==> src/rtl/adc_frame_if.sv <==
// Frame-buffer read side of the ADC receiver: FWFT head, level, overflow and pop strobe.
interface adc_frame_if #(
    parameter int DATA_W     = 16,
    parameter int FIFO_DEPTH = 4
);
    localparam int LW = $clog2(FIFO_DEPTH) + 1;

    logic              i_rd;
    logic [DATA_W-1:0] o_data_l;
    logic [DATA_W-1:0] o_data_r;
    logic              o_valid;
    logic              o_overflow;
    logic [LW-1:0]     o_level;

    modport master (input i_rd, output o_data_l, o_data_r, o_valid, o_overflow, o_level);
    modport slave  (output i_rd, input o_data_l, o_data_r, o_valid, o_overflow, o_level);
endinterface

==> src/rtl/adc_frame_receiver.sv <==
// Serial audio ADC deserialiser (I2S / left-justified, mono / stereo) feeding a small
// first-word-fall-through frame FIFO, all in the BCLK domain.
module adc_frame_receiver #(
    parameter int DATA_W     = 16,
    parameter int MODE       = 0,
    parameter int STEREO     = 1,
    parameter int FIFO_DEPTH = 4
) (
    input  logic        i_BCLK,
    input  logic        i_rst,
    input  logic        i_record,
    input  logic        i_ADCLRCK,
    input  logic        i_ADCDAT,
    adc_frame_if.master bus,
    output logic [2:0]  o_REC_STATE
);
    localparam int AW = $clog2(FIFO_DEPTH);
    localparam int CW = $clog2(DATA_W + 1);

    typedef enum logic [2:0] {
        S_IDLE = 3'd0, S_SYNC = 3'd1, S_SKIP = 3'd2,
        S_SHIFT_L = 3'd3, S_SHIFT_R = 3'd4, S_WAIT_EDGE = 3'd5
    } state_t;

    typedef struct packed {
        logic [DATA_W-1:0] l;
        logic [DATA_W-1:0] r;
    } frame_t;

    state_t            state, state_nxt;
    logic              lrck_prev, fall, rise;
    logic [CW-1:0]     cnt, cnt_nxt;
    logic [DATA_W-1:0] shreg, shreg_nxt, l_word, l_word_nxt, word;
    logic              skip_r, skip_nxt;   // slot S_SKIP leads into: 0 left, 1 right
    logic              word_done, start_l, start_r, ovf_clr;
    logic              push_q, push_nxt;
    frame_t            push_frm_q, push_frm_nxt;

    frame_t            mem [FIFO_DEPTH];
    logic [AW:0]       wr_ptr, rd_ptr, level;
    logic              full, do_pop, do_push, ovf;

    assign fall = lrck_prev & ~i_ADCLRCK;
    assign rise = ~lrck_prev & i_ADCLRCK;

    always_comb begin
        state_nxt    = state;
        cnt_nxt      = cnt;
        shreg_nxt    = shreg;
        l_word_nxt   = l_word;
        skip_nxt     = skip_r;
        push_nxt     = 1'b0;
        push_frm_nxt = push_frm_q;
        ovf_clr      = 1'b0;
        word         = '0;
        word_done    = 1'b0;
        start_l      = 1'b0;
        start_r      = 1'b0;
        case (state)
            S_IDLE: begin
                cnt_nxt = '0;
                if (i_record) begin
                    state_nxt = S_SYNC;
                    ovf_clr   = 1'b1;
                end
            end
            S_SYNC: start_l = fall;
            S_SKIP: begin
                shreg_nxt = {{(DATA_W-1){1'b0}}, i_ADCDAT};
                cnt_nxt   = CW'(1);
                state_nxt = skip_r ? S_SHIFT_R : S_SHIFT_L;
            end
            S_SHIFT_L, S_SHIFT_R: begin
                if (fall || rise) begin
                    // Short slot: left-align what arrived, the edge bit belongs to the next slot.
                    word      = shreg << (CW'(DATA_W) - cnt);
                    word_done = 1'b1;
                    state_nxt = S_WAIT_EDGE;
                    start_l   = fall;
                    start_r   = (STEREO != 0) && rise;
                end else begin
                    shreg_nxt = {shreg[DATA_W-2:0], i_ADCDAT};
                    cnt_nxt   = cnt + CW'(1);
                    if (cnt == CW'(DATA_W - 1)) begin
                        word      = shreg_nxt;
                        word_done = 1'b1;
                        state_nxt = S_WAIT_EDGE;
                    end
                end
            end
            S_WAIT_EDGE: begin
                start_l = fall;
                start_r = (STEREO != 0) && rise;
            end
            default: state_nxt = S_IDLE;
        endcase

        if (word_done) begin
            if (state == S_SHIFT_R) begin
                push_nxt     = 1'b1;
                push_frm_nxt = {l_word, word};
            end else if (STEREO == 0) begin
                push_nxt     = 1'b1;
                push_frm_nxt = {word, {DATA_W{1'b0}}};
            end else begin
                l_word_nxt = word;
            end
        end

        if (start_l || start_r) begin
            skip_nxt = start_r;
            if (MODE == 0) begin
                state_nxt = S_SKIP;
            end else begin
                shreg_nxt = {{(DATA_W-1){1'b0}}, i_ADCDAT};
                cnt_nxt   = CW'(1);
                state_nxt = start_r ? S_SHIFT_R : S_SHIFT_L;
            end
        end

        if (!i_record && state != S_IDLE)
            state_nxt = S_IDLE;
    end

    always_ff @(posedge i_BCLK or posedge i_rst) begin
        if (i_rst) begin
            state      <= S_IDLE;
            lrck_prev  <= 1'b1;
            cnt        <= '0;
            shreg      <= '0;
            l_word     <= '0;
            skip_r     <= 1'b0;
            push_q     <= 1'b0;
            push_frm_q <= '0;
        end else begin
            state      <= state_nxt;
            lrck_prev  <= i_ADCLRCK;
            cnt        <= cnt_nxt;
            shreg      <= shreg_nxt;
            l_word     <= l_word_nxt;
            skip_r     <= skip_nxt;
            push_q     <= push_nxt;
            push_frm_q <= push_frm_nxt;
        end
    end

    // Frame FIFO: a pop in the same cycle frees the slot, so a full FIFO still accepts.
    assign level   = wr_ptr - rd_ptr;
    assign full    = (level == (AW+1)'(FIFO_DEPTH));
    assign do_pop  = bus.i_rd && (level != '0);
    assign do_push = push_q && (!full || do_pop);

    always_ff @(posedge i_BCLK or posedge i_rst) begin
        if (i_rst) begin
            wr_ptr <= '0;
            rd_ptr <= '0;
            ovf    <= 1'b0;
        end else begin
            if (do_push) wr_ptr <= wr_ptr + (AW+1)'(1);
            if (do_pop)  rd_ptr <= rd_ptr + (AW+1)'(1);
            if (ovf_clr)                ovf <= 1'b0;
            else if (push_q && !do_push) ovf <= 1'b1;
        end
    end

    always_ff @(posedge i_BCLK) begin
        if (do_push) mem[wr_ptr[AW-1:0]] <= push_frm_q;
    end

    assign bus.o_valid    = (level != '0);
    assign bus.o_level    = level;
    assign bus.o_overflow = ovf;
    assign bus.o_data_l   = bus.o_valid ? mem[rd_ptr[AW-1:0]].l : '0;
    assign bus.o_data_r   = bus.o_valid ? mem[rd_ptr[AW-1:0]].r : '0;
    assign o_REC_STATE    = state;
endmodule

==> src/flat_wrapper.sv <==
// flat-port wrapper written by rule: the top's interface ports become plain ports
module adc_frame_receiver_flat 
#(
    parameter int DATA_W     = 16,
    parameter int MODE       = 0,
    parameter int STEREO     = 1,
    parameter int FIFO_DEPTH = 4
)
  (i_BCLK, i_rst, i_record, i_ADCLRCK, i_ADCDAT, o_REC_STATE, bus_i_rd, bus_o_data_l, bus_o_data_r, bus_o_valid, bus_o_overflow, bus_o_level);
  adc_frame_if #(.DATA_W(DATA_W), .FIFO_DEPTH(FIFO_DEPTH)) bus_i ();
  input  logic i_BCLK;
  input  logic i_rst;
  input  logic i_record;
  input  logic i_ADCLRCK;
  input  logic i_ADCDAT;
  output logic [2:0] o_REC_STATE;
  input wire logic [$bits(bus_i.i_rd)-1:0] bus_i_rd;
  output wire logic [$bits(bus_i.o_data_l)-1:0] bus_o_data_l;
  output wire logic [$bits(bus_i.o_data_r)-1:0] bus_o_data_r;
  output wire logic [$bits(bus_i.o_valid)-1:0] bus_o_valid;
  output wire logic [$bits(bus_i.o_overflow)-1:0] bus_o_overflow;
  output wire logic [$bits(bus_i.o_level)-1:0] bus_o_level;
  assign bus_i.i_rd = bus_i_rd;
  assign bus_o_data_l = bus_i.o_data_l;
  assign bus_o_data_r = bus_i.o_data_r;
  assign bus_o_valid = bus_i.o_valid;
  assign bus_o_overflow = bus_i.o_overflow;
  assign bus_o_level = bus_i.o_level;
  adc_frame_receiver #(.DATA_W(DATA_W), .MODE(MODE), .STEREO(STEREO), .FIFO_DEPTH(FIFO_DEPTH)) u_core (.i_BCLK(i_BCLK), .i_rst(i_rst), .i_record(i_record), .i_ADCLRCK(i_ADCLRCK), .i_ADCDAT(i_ADCDAT), .bus(bus_i), .o_REC_STATE(o_REC_STATE));
endmodule
==> config.mk <==
export PLATFORM = sky130hd
export DESIGN_NAME = adc_frame_receiver_flat
export DESIGN_NICKNAME = d
export VERILOG_FILES = /design/src/rtl/adc_frame_if.sv /design/src/rtl/adc_frame_receiver.sv /design/src/flat_wrapper.sv
export SDC_FILE = /design/constraint.sdc
export NUM_CORES = 1
export LEC_CHECK = 0
export ABC_AREA = 1
export BUFFER_PORTS_ARGS = -buffer_cell sky130_fd_sc_hd__buf_2
export CORE_AREA = 5 5 138 140
export DETAILED_ROUTE_END_ITERATION = 10
export DIE_AREA = 0 0 143 145
export PLACE_DENSITY = 0.7
export SLEW_MARGIN = 15
export SYNTH_ARGS = -nofsm -noshare
export SYNTH_HDL_FRONTEND = slang
export SYNTH_SLANG_ARGS = --single-unit
==> constraint.sdc <==
create_clock -name i_BCLK -period 7.3 [get_ports i_BCLK]
set_input_delay 1.095 -clock i_BCLK [delete_from_list [all_inputs] [get_ports i_BCLK]]
set_output_delay 1.095 -clock i_BCLK [all_outputs]
set_load 0.01 [all_outputs]
==> impl_metrics.json <==
{
  "cts_resized": 0,
  "core_um2": 17700,
  "ant_nets": 0,
  "finalSetupTns_ns": 0,
  "worst_skew_pair.late_latency_ns": 0.51,
  "diodes": 0,
  "drtPass1Iterations": 5,
  "fill_cells": 1517,
  "post-route-period-util_pct": 56.8,
  "synthMuxAreaShare_pct": 0,
  "finalSetupViolations": 0,
  "synthToLayoutAreaGrowth_pct": 11.5,
  "synth_compound_gate_area_share_pct": 7.91,
  "hp-class": "flip-flop to flip-flop",
  "grt_max_degree": 83,
  "cts_tree": "yes",
  "ys.flop_type": "edfxtp_1",
  "yosysUniqueCellTypes": 35,
  "slowest_delay_ns": 0.53,
  "die-area_um2": 20700,
  "seqCellArea_um2": 5900,
  "grt_pass1_vias": 6387,
  "multi_input_area_um2": 3020,
  "finalHoldViolCount": 0,
  "path_clk_slew_ns": 0.06,
  "cp-start-kind": "flip-flop",
  "dp_slack_ns": 3.26,
  "drive_gt1_share_pct": 12.7,
  "finalCriticalPeriod_ns": 4.15,
  "globalRouteTotalUtil_pct": 19.0,
  "io_pins": 46,
  "required_ns": 6.20,
  "vias": 6695,
  "drtIter0Drc": 372,
  "slew_violations": 0,
  "cts-root-buf": "clkbuf_16",
  "hpwl_um": 11500,
  "tightest_slew_ns": 1.11,
  "gp_congestion": 0.896,
  "synth_nets": 994,
  "crit_fanout": 67,
  "post_cts_buffers": 0,
  "crit_type": "flip-flop to output pin",
  "cts_buffers": 23,
  "setup_ws_ns": 3.15,
  "viasPerCell": 5.35,
  "post_synth_fa_ha_maj_area_fraction_pct": 1.80,
  "synth.yosys.seq_area_share_pct": 62.2,
  "die_h_um": 145,
  "postCtsHoldBufs": 0,
  "mostFrequentLayoutCells": "nand2_1 (283), edfxtp_1 (128), nor2_1 (113)",
  "cap_violations": 0,
  "slowest_stage": "buf_4",
  "wirelength_um": 19200,
  "critPathBufInv": 4,
  "cp.arrival_ns": 3.05,
  "crit_chain": "buf_4 -> ha_1 -> fa_1 -> nand2_1 -> inv_1 -> nand2_2 -> nand2_1 -> inv_1 -> buf_2",
  "start_util_pct": 53.5,
  "avgSynthCellArea_um2": 9.72,
  "portBuffers": 45,
  "power.total_mw": 4.28,
  "syn_inst": 975,
  "ys_seq_elements": 210,
  "syn-cell-area_um2": 9470,
  "slew_headroom_pct": 25.5,
  "finClkSkew_ns": 0.0134,
  "grt_overflow": 0,
  "hold_slack_ns": 0.469,
  "grt_pass1_wl_um": 32400,
  "wire_per_inst_um": 15.4,
  "rows": 49,
  "clock_path_buffers": 3,
  "synth_warnings": 0,
  "critPathTopFamily": "buffers and inverters",
  "p_per_area_nw_per_um2": 405,
  "htree_levels": 1,
  "synth_top_family_by_area": "simple AND/OR/NAND/NOR gates",
  "layout_commonest_cell": "nand2_1",
  "final_cells": 1252,
  "synth_edf_count": 128,
  "rsz0062_at_grt": "false",
  "worst_setup_path_end_kind": "output pin",
  "antenna_found_initial": 0,
  "die_w_um": 143,
  "dpl.cell_count": 1210,
  "clkSinkCount": 210,
  "outcome": "completed",
  "synthSimpleGateAreaFrac_pct": 21.5,
  "drc": 0,
  "fmax_ghz": 0.241,
  "async_flop_share_pct": 39.0,
  "final_net_count": 1025,
  "synth-xor-area-share_pct": 0.462,
  "peakVddDrop_mv": 0.343,
  "leakagePower_nw": 4.74
}
## tightest hold or removal path, cell delays in order, from the launching register on
cell and delay [ns]:
dfrtp_1 0.34, nand2_1 0.05, nand2_1 0.05
## report_power, final
group	total (mW)	internal, mW	switching (mW)	leakage (nW)
logic	1.65	0.549	1.10	2.05
clock network	1.10	0.652	0.451	0.351
registers	1.52	1.42	0.109	2.34
total	4.28	2.62	1.66	4.74
## flip-flops by register name (all words and copies together), names as in the netlist
name and flops:
u_core.bus.o_overflow 1, u_core.cnt 5, u_core.l_word 16, u_core.lrck_prev 1, u_core.mem 128, u_core.o_REC_STATE 3
u_core.push_frm_q 32, u_core.push_q 1, u_core.rd_ptr 3, u_core.shreg 16, u_core.skip_r 1, u_core.wr_ptr 3
## layout make-up
cell class / count / area share, %
Inverter: 87 / 3.13
Clock inverter: 16 / 1.37
Clock buffer: 26 / 5.56
Sequential cell: 210 / 55.9
Timing Repair Buffer: 53 / 2.74
Tap cell: 229 / 2.71
Multi-Input combinational cell: 631 / 28.6
## synthesized netlist by cell type (2+ instances only)
library cell	number	area share (%)
a21oi_1	12	0.63
buf_1	3	0.12
buf_2	21	1.1
buf_4	3	0.24
buf_6	4	0.48
clkbuf_1	16	0.63
dfrtp_1	81	21
edfxtp_1	128	41
ha_1	12	1.6
inv_1	76	3.0
inv_2	9	0.36
nand2_1	284	11
nand2_2	4	0.26
nand2_4	2	0.24
nand3_1	81	4.3
nand4_1	2	0.13
nor2_1	117	4.6
nor2_2	7	0.46
o21ai_0	45	2.4
o21ai_1	3	0.16
o22ai_1	17	1.1
o32ai_1	32	3.0
xor2_1	4	0.37
## logic make-up (layout without fill, tap and decap cells)
kind of cell / after synthesis / count (layout)
AOI/OAI and AO/OA: 114 / 114
DFF: 210 / 210
adders and majority gates: 13 / 13
buffers and inverters: 134 / 182
xor gates and xnor gates: 5 / 5
and+or+nand+nor: 499 / 499
## path summary, 6_finish.rpt
path	endpoint	slack [ns]	depth (start not counted)	startpoint
worst max-delay path	bus_o_data_r[0]	3.15	9	u_core.rd_ptr[0]
worst min-delay path	u_core.skip_r	0.47	2	u_core.skip_r
worst max register to register	u_core.push_frm_q[11]	3.77	10	u_core.cnt[0]
worst min register to register	u_core.skip_r	0.47	2	u_core.skip_r
max in group asynchronous	u_core.rd_ptr[0]	5.92	3	i_rst
min in group asynchronous	u_core.rd_ptr[1]	0.79	3	i_rst
## per-stage QoR
| step | utilization, % | area [um2] |
|---|---|---|
| after floorplan | - | 9470 |
| after global placement | 55.4 | 9820 |
| after detailed placement | 55.4 | 9820 |
| after CTS | 59.6 | 10600 |
| after global routing | 59.6 | 10600 |
| final | 59.6 | 10600 |
## layer usage
layer | GRT usage, % | wire length, um
met1 | 27.5 | 8680
met4 | 3.85 | 202
met5 | 0 | 0
met2 | 31.0 | 9350
met3 | 2.76 | 1020
No activity file was read; power rests on OpenSTA's default activity.
